[config.mk]
export PLATFORM = sky130hd
export DESIGN_NAME = scs8hd_lpflow_pwrsw_seq
export DESIGN_NICKNAME = d
export VERILOG_FILES = /design/src/rtl/scs8hd_lpflow_pwr_pkg.sv /design/src/rtl/scs8hd_lpflow_pwr_timer.sv /design/src/rtl/scs8hd_lpflow_pwrsw_seq.sv
export SDC_FILE = /design/constraint.sdc
export NUM_CORES = 1
export LEC_CHECK = 0
export CAP_MARGIN = 20
export CORE_ASPECT_RATIO = 1.75
export CORE_UTILIZATION = 30
export DETAILED_ROUTE_END_ITERATION = 12
export GPL_ROUTABILITY_DRIVEN = 0
export SYNTH_ARGS = -nofsm -noshare
export SYNTH_HDL_FRONTEND = slang
export SYNTH_SLANG_ARGS = --single-unit
[constraint.sdc]
create_clock -name clk -period 2.41 [get_ports clk]
set_clock_uncertainty 0.1 [all_clocks]
set_input_delay 0.3615 -clock clk [delete_from_list [all_inputs] [get_ports clk]]
set_output_delay 0.3615 -clock clk [all_outputs]
set_load 0.03 [all_outputs]
[src/rtl/scs8hd_lpflow_pwr_pkg.sv]
// Shared definitions for the lpflow power-switch sequencer.
//   pwr_state_e  : sequencer states, from fully off through ramp, settle,
//                  power-good check, de-isolation, on, and the mirror path.
//   timer_width  : bit width needed to hold a timer load value (min 1 bit).
package scs8hd_lpflow_pwr_pkg;

    typedef enum logic [3:0] {
        OFF,
        RAMP_UP,
        SETTLE,
        CHECK,
        RESTORE,
        UNISO,
        ON,
        ISO,
        SAVE,
        RAMP_DN
    } pwr_state_e;

    function automatic int timer_width(input int max_val);
        return (max_val < 1) ? 1 : $clog2(max_val + 1);
    endfunction

endpackage

[src/rtl/scs8hd_lpflow_pwr_timer.sv]
// Loadable saturating down-counter.
//   clk      : clock
//   reset    : synchronous active-high reset, clears the count
//   load     : load load_val this cycle (has priority over counting)
//   load_val : value to load
//   done     : count has reached zero; the counter stays at zero
// A load of N makes done assert N cycles later.
module scs8hd_lpflow_pwr_timer #(
    parameter int W = 8
) (
    input  logic         clk,
    input  logic         reset,
    input  logic         load,
    input  logic [W-1:0] load_val,
    output logic         done
);

    logic [W-1:0] cnt_reg;

    always_ff @(posedge clk) begin
        if (reset) begin
            cnt_reg <= '0;
        end else if (load) begin
            cnt_reg <= load_val;
        end else if (cnt_reg != '0) begin
            cnt_reg <= cnt_reg - W'(1);
        end
    end

    assign done = (cnt_reg == '0);

endmodule

[src/rtl/scs8hd_lpflow_pwrsw_seq.sv]
// Power-switch sequencer for a switchable vpwr domain (always-on side).
//   clk, reset  : clock and synchronous active-high reset
//   pwr_req     : level request, 1 = domain on
//   pwr_good    : switched-rail good, already synchronous to clk
//   fault_clr   : one-cycle pulse clearing the sticky fault
//   sw_en       : header segment enables, thermometer coded from bit 0
//   iso_en      : output isolation clamp (1 = isolated)
//   ret_en      : retention hold (1 = state held)
//   pwr_ack     : domain fully on and de-isolated
//   busy        : any transitional state
//   fault       : sticky power-good fault
//   seg_cnt     : number of enabled segments
// Segments are stepped one per STEP_CYCLES to bound rush current; after
// the last one the rail gets SETTLE_CYCLES before pwr_good is trusted and
// TIMEOUT_CYCLES (from the end of the ramp) before it is declared bad.
module scs8hd_lpflow_pwrsw_seq
    import scs8hd_lpflow_pwr_pkg::*;
#(
    parameter int NSEG           = 4,
    parameter int STEP_CYCLES    = 8,
    parameter int SETTLE_CYCLES  = 16,
    parameter int TIMEOUT_CYCLES = 256
) (
    input  logic                      clk,
    input  logic                      reset,
    input  logic                      pwr_req,
    input  logic                      pwr_good,
    input  logic                      fault_clr,
    output logic [NSEG-1:0]           sw_en,
    output logic                      iso_en,
    output logic                      ret_en,
    output logic                      pwr_ack,
    output logic                      busy,
    output logic                      fault,
    output logic [$clog2(NSEG+1)-1:0] seg_cnt
);

    localparam int CW         = $clog2(NSEG + 1);
    localparam int CHECK_SPAN = TIMEOUT_CYCLES - SETTLE_CYCLES - 1;
    localparam int SET_MAX    = (SETTLE_CYCLES - 1 > CHECK_SPAN) ? SETTLE_CYCLES - 1 : CHECK_SPAN;
    localparam int STEP_W     = timer_width(STEP_CYCLES - 1);
    localparam int SET_W      = timer_width(SET_MAX);

    localparam logic [STEP_W-1:0] STEP_LOAD   = STEP_W'(STEP_CYCLES - 1);
    localparam logic [SET_W-1:0]  SETTLE_LOAD = SET_W'(SETTLE_CYCLES - 1);
    localparam logic [SET_W-1:0]  CHECK_LOAD  = SET_W'(CHECK_SPAN);
    localparam logic [CW-1:0]     SEG_FULL    = CW'(NSEG);
    localparam logic [CW-1:0]     SEG_ONE     = CW'(1);
    localparam logic [NSEG-1:0]   SW_LSB      = NSEG'(1);

    pwr_state_e        state_reg;
    logic [CW-1:0]     seg_cnt_reg;
    logic [NSEG-1:0]   sw_en_reg;
    logic              iso_en_reg;
    logic              ret_en_reg;
    logic              pwr_ack_reg;
    logic              busy_reg;
    logic              fault_reg;

    logic              step_load;
    logic              step_done;
    logic              settle_load;
    logic [SET_W-1:0]  settle_val;
    logic              settle_done;
    logic              timeout;
    logic              fault_set;
    logic              up_step;
    logic              dn_step;

    // Step timer: held preloaded outside the ramp states so the first step
    // in a new direction happens on entry and the next one STEP_CYCLES later.
    scs8hd_lpflow_pwr_timer #(.W(STEP_W)) u_step_tmr (
        .clk      (clk),
        .reset    (reset),
        .load     (step_load),
        .load_val (STEP_LOAD),
        .done     (step_done)
    );

    // Settle/timeout timer: first runs the settle window, then is reloaded
    // with the remainder of the timeout window when CHECK is entered.
    scs8hd_lpflow_pwr_timer #(.W(SET_W)) u_settle_tmr (
        .clk      (clk),
        .reset    (reset),
        .load     (settle_load),
        .load_val (settle_val),
        .done     (settle_done)
    );

    always_comb begin
        step_load   = 1'b1;
        settle_load = 1'b1;
        settle_val  = SETTLE_LOAD;
        case (state_reg)
            RAMP_UP: step_load = !pwr_req || step_done;
            RAMP_DN: step_load = (pwr_req && !fault_reg) || step_done;
            default: step_load = 1'b1;
        endcase
        case (state_reg)
            SETTLE: begin
                settle_load = settle_done;
                settle_val  = CHECK_LOAD;
            end
            CHECK:   settle_load = 1'b0;
            default: settle_load = 1'b1;
        endcase

        // Timeout outranks a simultaneous request drop so the fault is kept.
        timeout   = (state_reg == CHECK) && settle_done && !pwr_good;
        fault_set = timeout || ((state_reg == ON) && !pwr_good);

        // Segment movement decode; a step in either direction also
        // (re)enters the matching ramp state.
        up_step = ((state_reg == OFF) && pwr_req && !fault_reg)
               || ((state_reg == RAMP_UP) && pwr_req && step_done && (seg_cnt_reg != SEG_FULL))
               || ((state_reg == RAMP_DN) && pwr_req && !fault_reg);
        dn_step = ((state_reg == RAMP_UP) && !pwr_req)
               || (((state_reg == SETTLE) || (state_reg == CHECK)) && !pwr_req)
               || timeout
               || (state_reg == SAVE)
               || ((state_reg == RAMP_DN) && !(pwr_req && !fault_reg) && step_done);
    end

    always_ff @(posedge clk) begin
        if (reset) begin
            state_reg   <= OFF;
            seg_cnt_reg <= '0;
            sw_en_reg   <= '0;
            iso_en_reg  <= 1'b1;
            ret_en_reg  <= 1'b1;
            pwr_ack_reg <= 1'b0;
            busy_reg    <= 1'b0;
            fault_reg   <= 1'b0;
        end else begin
            // A new fault event beats a clear in the same cycle.
            if (fault_set) begin
                fault_reg <= 1'b1;
            end else if (fault_clr) begin
                fault_reg <= 1'b0;
            end

            if (up_step) begin
                seg_cnt_reg <= seg_cnt_reg + SEG_ONE;
                sw_en_reg   <= (sw_en_reg << 1) | SW_LSB;
                state_reg   <= RAMP_UP;
                busy_reg    <= 1'b1;
            end else if (dn_step) begin
                seg_cnt_reg <= seg_cnt_reg - SEG_ONE;
                sw_en_reg   <= sw_en_reg >> 1;
                if (seg_cnt_reg == SEG_ONE) begin
                    state_reg <= OFF;
                    busy_reg  <= 1'b0;
                end else begin
                    state_reg <= RAMP_DN;
                    busy_reg  <= 1'b1;
                end
            end else begin
                case (state_reg)
                    // Only reached with all segments on and the last step
                    // period elapsed (or still counting).
                    RAMP_UP: if (step_done) state_reg <= SETTLE;
                    SETTLE:  if (settle_done) state_reg <= CHECK;
                    CHECK: begin
                        if (pwr_good) begin
                            state_reg  <= RESTORE;
                            ret_en_reg <= 1'b0;
                        end
                    end
                    RESTORE: begin
                        state_reg  <= UNISO;
                        iso_en_reg <= 1'b0;
                    end
                    UNISO: begin
                        state_reg   <= ON;
                        pwr_ack_reg <= 1'b1;
                        busy_reg    <= 1'b0;
                    end
                    ON: begin
                        if (!pwr_req || !pwr_good) begin
                            state_reg   <= ISO;
                            pwr_ack_reg <= 1'b0;
                            iso_en_reg  <= 1'b1;
                            busy_reg    <= 1'b1;
                        end
                    end
                    ISO: begin
                        state_reg  <= SAVE;
                        ret_en_reg <= 1'b1;
                    end
                    default: ;
                endcase
            end
        end
    end

    assign sw_en   = sw_en_reg;
    assign seg_cnt = seg_cnt_reg;
    assign iso_en  = iso_en_reg;
    assign ret_en  = ret_en_reg;
    assign pwr_ack = pwr_ack_reg;
    assign busy    = busy_reg;
    assign fault   = fault_reg;

endmodule

==> results by group <==
Yosys
  – Commonest cells in the netlist: dfxtp_1 (27), nor2_1 (19), a21oi_1 (18)
  – Mean area per synthesized cell: 8.48 um2
  – Cells after Synth: 184
  – Post-synth EDFFs: 0
  – Post-Synth XOR/XNOR Area: 5.05%
  – Proportion of synthesized chip area in sequential cells: 34.6%
  – Compound-Gate Fraction of Synth Area: 21.4%
  – Post-synthesis adder-cell area fraction: 6.42%
  – Synth Register Bits: 27
  – Main flop type after synthesis: dfxtp_1
  – Largest family of logic cells by synthesized area: simple AND/OR/NAND/NOR gates
  – Top-area cell type share of the netlist area: 34.6%
  – Dominant cell type by area after synthesis: dfxtp_1
  – Yosys Warn Count: 0
  – Post-synthesis simple-gate area fraction: 26.2%
  – Largest cells by area after synthesis: dfxtp_1 (35%), ha_1 (6.4%), a21oi_1 (5.8%)
  – Top-count cell post-synth: dfxtp_1
  – Yosys cell types: 53
  – Syn nets: 197
  – Mux share of post-synthesis cell area: 0.962%
  – Mapped cell area: 1560 um2
  – Asr flop ratio synth: 0%

Drt
  – Via count: 1359
  – Iteration count of the initial detailed-routing pass: 4
  – Post-route ant nets: 0
  – Vias/cell: 5.31
  – DR iter-0 viols: 44
  – Avg WL per Cell: 14.3 um
  – Total wire length: 3650 um
  – Post-route DRC violation count: 0

CTS
  – Clock buffer count from CTS: 3
  – Clock buffer depth: 2
  – CTS tree: done
  – CTS Sinks: 27
  – Htree depth: 1
  – Root buffer cell: clkbuf_8
  – Setup Buffers After CTS: 0
  – Post-CTS sizing: 0
  – Clk_lat worst skew: 0.28 ns
  – Post-CTS Hold Buffers: 0
  – CTS clk-pin slew, worst paths: 0.10 ns

Power and ir drop
  – Static leakage: 0.678 nW
  – Peak VDD IR: 0.000427 V
  – Final Power: 1.61 mW
  – PD cells: 874 nW/um2

Worst setup path
  – CP Launch Type: register
  – Worst-path maximum fanout: 6
  – Crit path required time: 2.48 ns
  – Critical Path AT: 2.20 ns
  – CP endpoint kind: register
  – CP Cell Sequence: inv_1, ha_1, and2_1, o32ai_2, and3_1, a22oi_2, mux2_4
  – Crit-path max cell delay: 0.37 ns
  – Critical path class: register to register
  – Slowest CP cell: dfxtp_1

STA
  – Slew Limit Fails: 0
  – Final setup fails: 0
  – Final hold viol count: 0
  – Fmax: 470 MHz
  – Tcrit/Tclk final: 88.3%
  – Worst-Margin Slew: 0.632 ns
  – Relative slew slack: 57.6%
  – Post-route setup TNS: 0 ns
  – RSZ-0062 raised after global routing: no
  – Minimum clock period: 2.13 ns

Floorplanning
  – Die Y: 97.4 um
  – Initial core utilization: 31.3%
  – Cell Rows: 34
  – I/O pin cnt: 17
  – Core area: 4980 um2
  – Width of the die: 56.5 um
  – Die area: 5500 um2

Status
  – Status: finished, final reports clean

Place
  – # placed instances: 252
  – HPWL Detailed: 2780 um
  – PortBufs: 16
  – Placed cell area: 1790 um2

Final layout
  – Post-layout util: 36.9%
  – Syn-to-layout area delta: 17.7%
  – Fill cells: 505
  – Finished Cell Area: 1840 um2
  – Max reg flops: 8
  – Antenna diode count: 0
  – Layout cell share with drive strength beyond 1: 12.4%
  – Post-route non-filler standard cell count: 256
  – NumNets Final: 216

Worst hold path
  – Hold/Removal Path Class: register to register

GRT
  – Antenna violations before repair: 0
  – Largest net degree at the start of global routing: 21
  – First-pass GRT wire length: 6040 um
  – Vias in the first global route: 1319
  – Gr usage total: 13.8%
  – Grt ovf: 0

Job
  – MaxCap Viol Count: 0
## power breakdown
| part | switching [mW] | leakage (nW) | internal (mW) | total [mW] |
|---|---|---|---|---|
| Clock | 0.157 | 0.0217 | 0.118 | 0.275 |
| Combinational | 0.413 | 0.435 | 0.316 | 0.730 |
| Sequential | 0.0874 | 0.222 | 0.513 | 0.601 |
| Total | 0.658 | 0.678 | 0.947 | 1.61 |
## layer usage
layer	GRT usage, %	wire length, um	vias up
li1	-	-	676
met2	25.9	1940	21
met1	14.5	1530	656
met3	1.86	93	6
met5	0	0	-
met4	6.38	90	0
## stage by stage
step	hold slack [ns]	setup slack, ns
global placement	0.319	0.247
floorplan	0.308	0.205
CTS	0.337	0.240
global route	0.373	0.152
finish	0.336	0.281
detailed placement	0.322	0.205
## kinds of logic after synthesis
group / count (synthesis)
AOI/OAI and AO/OA: 48
xor gates and xnor gates: 9
adders and majority gates: 8
buffers and inverters: 18
DFF: 27
muxes: 1
and+or+nand+nor: 73
## worst max-delay path: cells and delay by family, from the launching register on
kind | cells | cell delay (ns)
flops | 1 | 0.37
buf+inv | 1 | 0.10
compound gates | 2 | 0.44
fa+ha+maj | 1 | 0.18
simple gates | 2 | 0.54
mux | 1 | 0.30
## placed cells by master, fill, tap and decap left out, types with 3 or more instances in the layout
cell and count:
clkbuf_8 3, buf_4 6, xnor2_1 3, nand2b_1 3, xor2_1 6, nor3_1 8, ha_1 8, a21oi_1 18
dfxtp_1 27, o21ai_0 5, or3_1 4, inv_1 10, nand2_1 17, clkdlybuf4s50_1 16, nand3_1 4, nor2_1 19
o21ai_1 3
## final cells by class
type / count / area [um2] / share of cell area [%]
Clock inverter: 1 / 7.51 / 0.409
Clock buffer: 3 / 41.3 / 2.25
Timing Repair Buffer: 22 / 205 / 11.2
Multi-Input combinational cell: 139 / 937 / 51.0
Inverter: 10 / 37.5 / 2.04
Tap cell: 54 / 67.6 / 3.68
Sequential cell: 27 / 541 / 29.4
## path summary, 6_finish.rpt
path | cells after the start | slack (ns) | to | startpoint
setup reg to reg | 7 | 0.28 | seg_cnt[2]$_SDFFE_PP0P_ | seg_cnt[1]$_SDFFE_PP0P_
hold / removal | 1 | 0.34 | u_step_tmr.cnt_reg[0]$_SDFFE_PP0P_ | u_step_tmr.cnt_reg[0]$_SDFFE_PP0P_
setup / recovery | 7 | 0.28 | seg_cnt[2]$_SDFFE_PP0P_ | seg_cnt[1]$_SDFFE_PP0P_
hold reg to reg | 1 | 0.34 | u_step_tmr.cnt_reg[0]$_SDFFE_PP0P_ | u_step_tmr.cnt_reg[0]$_SDFFE_PP0P_
Note: power is estimated with default switching activity, not from simulation.
